[src/rtl/ifetch_queue.sv]
// ifetch_queue: instruction-fetch stage pairing in-order memory responses with their PCs and queuing them toward decode
//
// Ports:
//    clock, reset          rising-edge clock, asynchronous active-low reset
//    pc_in/pc_valid/pc_ready                  fetch address from PC (PC holds while pc_ready is low)
//    flush                                    taken-branch redirect, drops everything older than this cycle
//    imem_req_valid/imem_req_addr/imem_req_ready  request channel to instruction memory
//    imem_resp_valid/imem_resp_data           in-order responses from instruction memory
//    inst_valid/inst_data/inst_pc/inst_ready  FIFO head toward decode
//
// Optional feature: define IFQ_BYPASS_EN to forward a response straight to decode when the FIFO is empty.
module ifetch_queue #(
   parameter int DEPTH           = 4,
   parameter int MAX_OUTSTANDING = 2
) (
   input  logic        clock,
   input  logic        reset,
   input  logic [31:0] pc_in,
   input  logic        pc_valid,
   output logic        pc_ready,
   input  logic        flush,
   output logic        imem_req_valid,
   output logic [31:0] imem_req_addr,
   input  logic        imem_req_ready,
   input  logic        imem_resp_valid,
   input  logic [31:0] imem_resp_data,
   output logic        inst_valid,
   output logic [31:0] inst_data,
   output logic [31:0] inst_pc,
   input  logic        inst_ready
);
   localparam int AW  = $clog2(DEPTH);
   localparam int PW  = AW + 1;
   // a single-entry tag queue still gets a 1-bit index so the pointer scheme stays uniform
   localparam int TW  = (MAX_OUTSTANDING > 1) ? $clog2(MAX_OUTSTANDING) : 1;
   localparam int TPW = TW + 1;
   localparam int TN  = 1 << TW;
   localparam int OW  = $clog2(MAX_OUTSTANDING + 1);

   logic [PW-1:0]  wr, rd, count;
   logic [TPW-1:0] t_wr, t_rd;
   logic [OW-1:0]  outstanding, drop_cnt;
   logic [31:0]    f_pc [DEPTH];
   logic [31:0]    f_data [DEPTH];
   logic [31:0]    tag_q [TN];
   logic [31:0]    used, tag_head, head_pc, head_data;
   logic           fifo_empty, tag_empty, has_credit, room;
   logic           req_fire, resp_take, out_dec, fifo_push, fifo_pop, byp;

   assign fifo_empty = (wr == rd);
   assign count      = wr - rd;
   assign tag_empty  = (t_wr == t_rd);
   assign tag_head   = tag_q[t_rd[TW-1:0]];
   assign head_pc    = f_pc[rd[AW-1:0]];
   assign head_data  = f_data[rd[AW-1:0]];
   // credit counts in-flight requests as already occupying FIFO slots, so a response always has room
   assign used       = 32'(count) + 32'(outstanding);
   assign has_credit = used < 32'(DEPTH);
   assign room       = 32'(outstanding) < 32'(MAX_OUTSTANDING);

   assign imem_req_valid = reset & pc_valid & has_credit & room & ~flush;
   assign imem_req_addr  = pc_in;
   assign pc_ready       = imem_req_valid & imem_req_ready;
   assign req_fire       = pc_ready;

   // a response with an empty tag queue is unsolicited (e.g. issued before a reset) and is dropped
   assign resp_take = imem_resp_valid & (drop_cnt == '0) & ~tag_empty & ~flush;
   assign out_dec   = imem_resp_valid & (outstanding != '0);
   assign fifo_pop  = ~fifo_empty & inst_ready & ~flush;

`ifdef IFQ_BYPASS_EN
   always_comb begin
      byp        = resp_take & fifo_empty;
      inst_valid = ~fifo_empty | byp;
      inst_data  = ~fifo_empty ? head_data : byp ? imem_resp_data : '0;
      inst_pc    = ~fifo_empty ? head_pc : byp ? tag_head : '0;
      fifo_push  = resp_take & ~(byp & inst_ready);
   end
`else
   always_comb begin
      byp        = 1'b0;
      inst_valid = ~fifo_empty;
      inst_data  = fifo_empty ? '0 : head_data;
      inst_pc    = fifo_empty ? '0 : head_pc;
      fifo_push  = resp_take & ~byp;
   end
`endif

   always_ff @(posedge clock or negedge reset) begin
      if (!reset) begin
         wr          <= '0;
         rd          <= '0;
         t_wr        <= '0;
         t_rd        <= '0;
         outstanding <= '0;
         drop_cnt    <= '0;
      end else begin
         outstanding <= outstanding + OW'(req_fire) - OW'(out_dec);
         t_wr        <= t_wr + TPW'(req_fire);
         if (flush) begin
            rd       <= wr;
            t_rd     <= t_wr;
            // everything still in flight after this cycle's response belongs to the wrong path
            drop_cnt <= outstanding - OW'(out_dec);
         end else begin
            wr       <= wr + PW'(fifo_push);
            rd       <= rd + PW'(fifo_pop);
            t_rd     <= t_rd + TPW'(resp_take);
            drop_cnt <= drop_cnt - OW'(imem_resp_valid && drop_cnt != '0);
         end
      end
   end

   always_ff @(posedge clock) begin
      if (fifo_push) begin
         f_pc[wr[AW-1:0]]   <= tag_head;
         f_data[wr[AW-1:0]] <= imem_resp_data;
      end
      if (req_fire)
         tag_q[t_wr[TW-1:0]] <= pc_in;
   end
endmodule

[config.mk]
export PLATFORM = sky130hd
export DESIGN_NAME = ifetch_queue
export DESIGN_NICKNAME = d
export VERILOG_FILES = /design/src/rtl/ifetch_queue.sv
export SDC_FILE = /design/constraint.sdc
export NUM_CORES = 1
export LEC_CHECK = 0
export ABC_AREA = 1
export ABC_CLOCK_PERIOD_IN_PS = 5900
export BUFFER_PORTS_ARGS = -buffer_cell sky130_fd_sc_hd__buf_4
export CAP_MARGIN = 20
export CORE_UTILIZATION = 40
export DETAILED_ROUTE_END_ITERATION = 7
export PLACE_DENSITY_LB_ADDON = 0.08
export SETUP_SLACK_MARGIN = 0.1
export SLEW_MARGIN = 10
export SYNTH_ARGS = -nofsm -noshare
export SYNTH_HDL_FRONTEND = slang
export SYNTH_SLANG_ARGS = --single-unit
[constraint.sdc]
create_clock -name clock -period 5.9 [get_ports clock]
set_input_delay 0.885 -clock clock [delete_from_list [all_inputs] [get_ports clock]]
set_output_delay 0.885 -clock clock [all_outputs]
set_load 0.1 [all_outputs]
==> run metrics <==
status finished, final reports clean; finished layout cell area 15860 sq um; max-slew violation count 0; Crit. Startpoint rd[1]$_DFF_PN0_; Initial Utilization 0.4098; CTS sink count 334; clk slew on worst S/H paths 60 ps; Residual DRC 0; Final setup viols 0; top cell type's share of synthesized area 0.7152; I/O Pins 170; area delta synth->final 18.06%; largest net degree at the start of global routing 104; Reg-to-Reg Start rd[1]$_DFF_PN0_; WL/cell 17.95 um; Net count, final 1218; # rows 66; headroom to the max-slew limit 0.2961; clk buf depth 3; vias in the first global route 7488; Fin. Hold Viols 0; CTS root buf clkbuf_16; Setup Buffers After CTS 0; post-CTS sizing 0; total CTS buffers 37; fmax 204.6 MHz; clock skew 14.22 ps; Final Worst Setup Slack 1012 ps; Final min period 4888 ps; gr usage total 0.1705; final wirelength 28840 um; Avg Cell Area, Syn 13.38 sq um; main area contributors after synthesis edfxtp_1, nor2_1, o21ai_0; vias per std cell 4.813; Vert. Die Dim 185.3 um; die area 34330 sq um; CTS HTree Levels 2; Setup TNS 0 ps; Critical Path End Type primary output; first-pass GRT wire length 43990 um; crit path DAT 4000 ps; Worst EP required 5020 ps; # hold bufs at CTS 0; Placed Instance Area 14750 sq um; Routed Antenna Nets 0; Mapped Area 13440 sq um; ratio of cells with drive above 1 in the final layout 0.2354; CP Class reg -> out; antenna diode count 0; Mapped Nets 1087; Slew @ Worst Pin 1056 ps; fillers 2920; Post-DP HPWL 15120 um; Max Cap Violations 0; initial drt markers 406; Seq/Total Area, Yosys 0.7413; clk_lat worst skew 510 ps; Synth Register Bits 334; Synth Instances 1004; unrepaired setup endpoints after global routing false; pre-CTS WS 1435 ps; DR vias 7730; Yosys top cell by area edfxtp_1; first drt pass iteration count 5; global placement routability congestion 0.7663; width of the chip 185.3 um; Overflow after GRT 0; Startpoint Class flop; HP Class in -> async; Core ar. 32780 sq um; fin crit share 0.8285; TritonCTS clock tree done; Ys Warns 0; buffers added on ports 169; initial antenna violation count 0; critical path fanouts, max 66; synth unique cells 25
## critical path, cell delays in order, from the launching register on
cell and delay, ps:
dfrtp_4 1020, clkinv_2 420, ha_1 410, nand4_2 120, inv_2 650, buf_4 490, a21oi_1 110, buf_4 260
## synth_stat cells, drive strengths merged
library cell	number
a21oi	66
dfrtp	14
ha	11
xnor2	5
edfxtp	320
fa	1
buf	72
o21ai	134
mux2	32
inv	26
nand2	32
xor2	1
nand3	6
clkbuf	14
nand4	4
nor2	262
nor3	4
## registers in the layout (all words and copies together) (netlist names)
| register | cells |
|---|---|
| drop_cnt | 2 |
| f_data | 128 |
| f_pc | 128 |
| outstanding | 2 |
| rd | 3 |
| t_rd | 2 |
| t_wr | 2 |
| tag_q | 64 |
| wr | 3 |
## cell usage in the layout, fill, tap and decap left out
cell type	synthesis	routed
clkinv_1	0	9
dfrtp_2	0	1
nand4_1	3	3
inv_2	3	2
dfrtp_4	0	2
mux2_2	32	32
nor2_1	261	261
nor3_2	0	4
ha_1	11	10
nor2_4	1	1
clkbuf_1	14	11
nand3_1	6	6
o21ai_1	8	8
nand2_2	2	2
nand4_2	1	1
o21ai_0	126	126
dfrtp_1	14	11
fa_1	1	1
inv_1	23	22
clkbuf_16	0	39
ha_2	0	1
xor2_1	1	1
a21oi_1	66	66
xnor2_1	5	5
nand2_1	30	30
clkbuf_8	0	1
edfxtp_1	320	320
inv_4	0	1
clkinv_2	0	7
inv_6	0	1
clkinvlp_4	0	1
buf_4	36	178
## layer usage
layer / vias to the layer above / wire length (um) / global-route usage
li1: 3794 / - / -
met1: 3699 / 13300 / 0.2332
met2: 190 / 13620 / 0.2799
met3: 47 / 1344 / 0.02831
met4: 0 / 568 / 0.04760
met5: - / 0 / 0
## final timing paths
check | cells after the start | slack, ps | end
worst max-delay path | 7 | 1010 | inst_data[24]
worst min-delay path | 1 | 220 | t_wr[0]$_DFF_PN0_
worst max register to register | 9 | 1840 | tag_q[0][10]$_DFFE_PP_
worst min register to register | 2 | 570 | t_wr[1]$_DFF_PN0_
max in group asynchronous | 1 | 5460 | rd[1]$_DFF_PN0_
min in group clock | 1 | 560 | tag_q[1][29]$_DFFE_PP_
## final cells by class
| cell class | count | area, sq um | share of cell area |
|---|---|---|---|
| multi-input combinational | 558 | 2791 | 0.1760 |
| clock inverter | 17 | 80.08 | 0.005049 |
| inverter | 26 | 101.3 | 0.006389 |
| tap | 442 | 553.0 | 0.03487 |
| sequential | 334 | 9968 | 0.6285 |
| timing repair buffer | 178 | 1336 | 0.08425 |
| clock buffer | 51 | 1031 | 0.06500 |
## logic make-up after synthesis
group	after synthesis	synth area share
adders and majority gates	12	0.01173
AOI/OAI and AO/OA	200	0.07450
muxes	32	0.02682
buffers and inverters	112	0.05262
and+or+nand+nor	308	0.08912
xor gates and xnor gates	6	0.003911
DFF	334	0.7413
## through the flow
step           utilization  cells  hold slack [ps]
6_report            0.4838   1606            224.2
5_1_grt             0.4838   1606            226.2
4_1_cts             0.4838   1606            216.7
3_5_place_dp        0.4499   1538            559.7
3_3_place_gp        0.4499   1538            561.6
2_1_floorplan            -   1004            509.6
Power is left out: the tool's default activity adds up to more than one toggle a clock period on the data nets, which glitch-free logic cannot reach.
